File: config.mk
export PLATFORM = sky130hd
export DESIGN_NAME = xor_accum
export DESIGN_NICKNAME = d
export VERILOG_FILES = /design/src/rtl/xor_accum.sv
export SDC_FILE = /design/constraint.sdc
export NUM_CORES = 1
export LEC_CHECK = 0
export BUFFER_PORTS_ARGS = -buffer_cell sky130_fd_sc_hd__buf_2
export CORE_MARGIN = 5
export CORE_UTILIZATION = 52
export DETAILED_ROUTE_END_ITERATION = 8
export GPL_TIMING_DRIVEN = 1
export PLACE_DENSITY_LB_ADDON = 0.08
export SLEW_MARGIN = 20
export SYNTH_ARGS = -nofsm -noshare
export SYNTH_HDL_FRONTEND = slang
export SYNTH_SLANG_ARGS = --single-unit
export TNS_END_PERCENT = 5
File: constraint.sdc
create_clock -name clk -period 2.3 [get_ports clk]
set_input_delay 0.23 -clock clk [delete_from_list [all_inputs] [get_ports clk]]
set_output_delay 0.23 -clock clk [all_outputs]
set_load 0.03 [all_outputs]
File: src/rtl/xor_accum.sv
// Streaming XOR-reduction engine: folds each frame's words into a checksum and
// presents sum, parity, word count and overflow on a valid/ready result port.
module xor_accum #(
    parameter int WIDTH     = 8,
    parameter int MAX_WORDS = 16,
    parameter int ODD       = 0
) (
    input  logic                             clk,
    input  logic                             rst,
    input  logic                             in_valid,
    output logic                             in_ready,
    input  logic [WIDTH-1:0]                 in_data,
    input  logic                             in_last,
    output logic                             out_valid,
    input  logic                             out_ready,
    output logic [WIDTH-1:0]                 out_sum,
    output logic                             out_parity,
    output logic [$clog2(MAX_WORDS+1)-1:0]   out_count,
    output logic                             out_overflow
);

    localparam int             CW    = $clog2(MAX_WORDS + 1);
    localparam logic [CW-1:0]  MAXW  = CW'(MAX_WORDS);
    localparam logic           ODD_B = (ODD != 0);

    typedef enum logic {ACCUM, HOLD} state_e;

    state_e           state_q, state_d;
    logic [WIDTH-1:0] acc_q, acc_d;
    logic [CW-1:0]    cnt_q, cnt_d;
    logic [WIDTH-1:0] sum_q, sum_d;
    logic             par_q, par_d;
    logic [CW-1:0]    count_q, count_d;
    logic             ovf_q, ovf_d;

    logic [WIDTH-1:0] acc_next;
    logic [CW-1:0]    cnt_inc;
    logic             word_xfer;
    logic             closing;

    assign acc_next  = acc_q ^ in_data;
    assign cnt_inc   = cnt_q + 1'b1;
    assign word_xfer = in_valid && (state_q == ACCUM);
    assign closing   = in_last || (cnt_inc == MAXW);

    always_ff @(posedge clk) begin
        if (rst) begin
            state_q <= ACCUM;
            acc_q   <= '0;
            cnt_q   <= '0;
            sum_q   <= '0;
            par_q   <= ODD_B;
            count_q <= '0;
            ovf_q   <= 1'b0;
        end else begin
            state_q <= state_d;
            acc_q   <= acc_d;
            cnt_q   <= cnt_d;
            sum_q   <= sum_d;
            par_q   <= par_d;
            count_q <= count_d;
            ovf_q   <= ovf_d;
        end
    end

    // Next-state and datapath: result registers only load on the closing word.
    always_comb begin
        state_d = state_q;
        acc_d   = acc_q;
        cnt_d   = cnt_q;
        sum_d   = sum_q;
        par_d   = par_q;
        count_d = count_q;
        ovf_d   = ovf_q;
        case (state_q)
            ACCUM: begin
                if (word_xfer) begin
                    if (closing) begin
                        sum_d   = acc_next;
                        par_d   = (^acc_next) ^ ODD_B;
                        count_d = cnt_inc;
                        ovf_d   = !in_last;
                        acc_d   = '0;
                        cnt_d   = '0;
                        state_d = HOLD;
                    end else begin
                        acc_d = acc_next;
                        cnt_d = cnt_inc;
                    end
                end
            end
            HOLD: begin
                if (out_ready) state_d = ACCUM;
            end
            default: state_d = ACCUM;
        endcase
    end

    always_comb begin
        in_ready     = (state_q == ACCUM);
        out_valid    = (state_q == HOLD);
        out_sum      = sum_q;
        out_parity   = par_q;
        out_count    = count_q;
        out_overflow = ovf_q;
    end

endmodule

==> results list <==
- Post-synthesis area per instance: slightly above 9 um^2
* Remaining max-slew budget at the tightest pin: 64.2%
- Wire length of the first global-routing pass: 4550 um
* Leftover overflow at the end of global routing: 0
- Cell internal power dissipation: between 0.0008 and 0.0009 W
- Detailed routing placed a total of 1200 um of wire on met2.
- Largest cells by area after synthesis: dfxtp_1 44%, xor2_1 9.2%, xnor2_1 7.9%, a21oi_1 7.1%, nor3_1 7.1%
- For the pin with the worst max-slew slack, the measured transition is 537 ps.
- Portion of total power attributed to sequential cells: a little under half
- Post-CTS repair changed the size of 0 cells.
- Final-stage net count: 188
- Combinational cell fraction of total power: 21.6%
- By startpoint and endpoint, the worst setup path is classified as flip-flop to flip-flop.
- Final hold vios: 0
* Post-CTS setup buffers: 0
- Bufs and invs on worst path: 0
* Routed length per instance: 13.1 um
- Synthesis produced a netlist whose cell count is 146.
* Highest fanout seen on the critical path: 19
- Sorting the synthesized cells by how often they occur yields 29 x dfxtp_1, 19 x a21oi_1, 19 x nor3_1, 14 x xor2_1.
* Top cell type's share of synthesized area: 43.7%
* Number of global-route vias before repair: ~1000
- STA puts the critical path data required time at 2490 ps.
- Setup repair after global routing left no endpoint under its margin.
- Vias: 1099
* Fmax: 0.571 GHz
- Of all cell types, the one taking the most synthesized area is dfxtp_1.
- Flop-to-flop setup slack: 550 ps
- Critical Path End Type: flip-flop
- Hold timing on the final database bottoms out at a slack of 203 ps.
- Total power after layout: 0.00115 W
* Result of the run: finished, final reports clean
- The clock passes through at most 2 buffers.
- Share of total power consumed by net switching: 29.1%
- 0 antenna diodes ended up in the layout.
* Synth async-reset ratio: 0%
* Final clock skew: between 4 and 5 ps
- The routed design could run at a clock period as short as 1750 ps.
- For this run, the leading register cell type out of synthesis is dfxtp_1.
* Max-slew violation total from the final report: 0
- Per report_power, the clock group accounts for 30.5% of the total.
* Capture point of the worst path: out_sum[2]
- Number of buffers added by the clock tree synthesis step: 5
* Worst stage delay on the critical path: 430 ps
- Number of flops mapped to enable cells by yosys: 0
* Remaining design rule violation count: 0
- Clock-pin slew was measured on the worst setup and hold paths at ~90 ps.
- Number of different library cells in the post-synthesis netlist: 27
* Detailed Place HPWL: approximately 1900 um
- In this run, the number of DRC markers left after iteration 0 of detailed routing was 37.
- Total standard cell area after synthesis: 1330 um^2
* Most frequent cell after synthesis: dfxtp_1
* Path category of the worst min-delay check: input pin to flip-flop
- The startpoint identified for the worst register-to-register timing path is cnt_q[0].
- Static leakage: approximately 0.64 nW
* Number of sinks on the clock net: 29
- After synthesis the netlist holds a flip-flop and latch count of 29.
- Switching power summed over all nets: 0.000335 W
- Number of iterations in the first detailed-routing pass: 5
- For this design, the CTS-stage hold fixing added 0 buffers.
* Launching element type of the critical path: flip-flop
* Critical path launch point: cnt_q[0]
- Setup violations remaining at the end of the flow were counted as 0.
* Total number of placement rows: 18
- The total area inside the core boundary comes to 2450 um^2.
* Nets in the synthesized netlist: 160
* Maximum vdd drop: around 0.00060 V
- In the global route stage, overall resource usage came out at 16.8%.
- Maximum number of pins on one net before global-route repair: 30
- After filler insertion, the fill cell instance count of the layout stands at 224.
* TritonCTS clock tree: done
* Number of vias per cell after detailed routing: 5.36
- The final layout contains routed wiring with a total length of 2690 um.
* Wire length on met1: 1280 um
- Ordered list of cells on the worst path: ha_1 > nand2_1 > o21ba_2 > nor2_4 > a211oi_1
- Met3 Wirelength: 180 um
- Effective utilization at floorplan: between 50% and 60%
* Clock Tree Root: clkbuf_4
- Fraction of layout cells with a size suffix above 1: 24.6%
- STA puts the critical path data arrival time at 1940 ps.
- Number of warnings issued by yosys: 0
- Initial antenna violation count: 0
- Across the run, the number of max-cap violations was 0.
* Die Outline Area: 3670 um^2
- Cell with the largest stage delay on the worst path: dfxtp_1
* Later-pin clock latency in the skew report: 330 ps
* Number of nets with antenna violations after routing: 0
* Port Buffers: 29
- Pin placement for this block handled 30 I/O pins.
- Endpoint of the worst-slack reg-to-reg timing path: out_sum[2]
- Relative to the synthesized area, the layout overhead comes to 16.8%.
- Path length in cells of the critical path: 5
- CTS built an H-tree with a depth of 2.
* Share of the cycle needed by the critical path after routing: 76.1%
- Top Family by Delay on Critical Path: simple AND/OR/NAND/NOR gates
- Power density normalized to cell area: 742 nW/um^2
- Die X: 60.6 um
* Highest layer used for signal routing: met4
- Counting cells, the worst reg-to-reg path comes to 5.
- Final Wtd Congestion: 0.791
- Vertical extent of the die: 60.6 um
- Post-Route Setup TNS: 0 ps
* Proportion of synthesized chip area in sequential cells: 43.7%
==> power by group through the flow <==
stage | registers, W | clock network (W) | logic [W]
2_1_floorplan | 0.000597 | 0 | 0.000161
3_3_place_gp | 0.000562 | 0 | 0.000248
3_5_place_dp | 0.000564 | 0 | 0.000251
4_1_cts | 0.000552 | 0.000369 | 0.000253
5_1_grt | 0.000556 | 0.000389 | 0.000272
6_report | 0.000552 | 0.000352 | 0.000249
==> final cells by class <==
type,instances,area [um^2],share of cell area (%)
clock buffers,7,65.1,4.19
well taps,30,37.5,2.42
multi-input cells,106,702,45.2
clock inverters,1,5.00,0.322
flip-flops and latches,29,581,37.4
repair buffers,31,160,10.3
inverters,1,3.75,0.242
==> cells in the final DEF (no fill, tap or decap), types with 4 or more instances in the layout <==
cell type / netlist / layout
a211oi_1: 7 / 7
a21oi_1: 19 / 19
buf_2: 2 / 29
clkbuf_4: 0 / 5
dfxtp_1: 29 / 29
nand2_1: 12 / 12
nand3_1: 4 / 4
nor3_1: 19 / 19
xnor2_1: 12 / 12
xor2_1: 14 / 14
==> cell families after synthesis <==
group / Yosys count / share of synthesized area (%)
buffers and inverters: 11 / 3.58
DFF: 29 / 43.7
AOI/OAI and AO/OA: 34 / 15.7
and+or+nand+nor: 43 / 16.0
adders and majority gates: 1 / 0.941
xor gates and xnor gates: 28 / 20.1
==> metal layers <==
| layer | GRT usage, % | vias up |
|---|---|---|
| met1 | 21.0 | 507 |
| met4 | 5.57 | 0 |
| met2 | 26.3 | 28 |
| li1 | - | 560 |
| met5 | 0 | - |
| met3 | 7.02 | 4 |
==> worst min-delay path, stage by stage <==
cell	delay, ps
buf_2	80
a2bb2oi_1	140
nor2_1	40
==> sequential cells by signal (all words and copies together) (netlist names) <==
register      count
out_valid         1
cnt_q             5
acc_q             8
out_parity        1
out_sum           8
out_count         5
out_overflow      1
==> worst min-delay path by stage <==
| stage | startpoint | end | cells after the start |
|---|---|---|---|
| final | out_ready | out_valid | 3 |
| after global routing | in_last | out_count[3] | 3 |
| after CTS | out_ready | out_valid | 3 |
| after detailed placement | out_overflow | out_overflow | 1 |
| after global placement | out_overflow | out_overflow | 1 |
| after floorplan | in_last | out_count[3] | 2 |
==> per-stage QoR <==
step	std cells	util, %	worst slack [ps]	area [um^2]
detailed placement	197	60.4	553	1480
finish	205	63.3	549	1550
global route	205	63.3	351	1550
floorplan	146	-	671	1330
CTS	205	63.3	537	1550
global placement	197	60.4	635	1480
No activity file was read; power rests on OpenSTA's default activity.
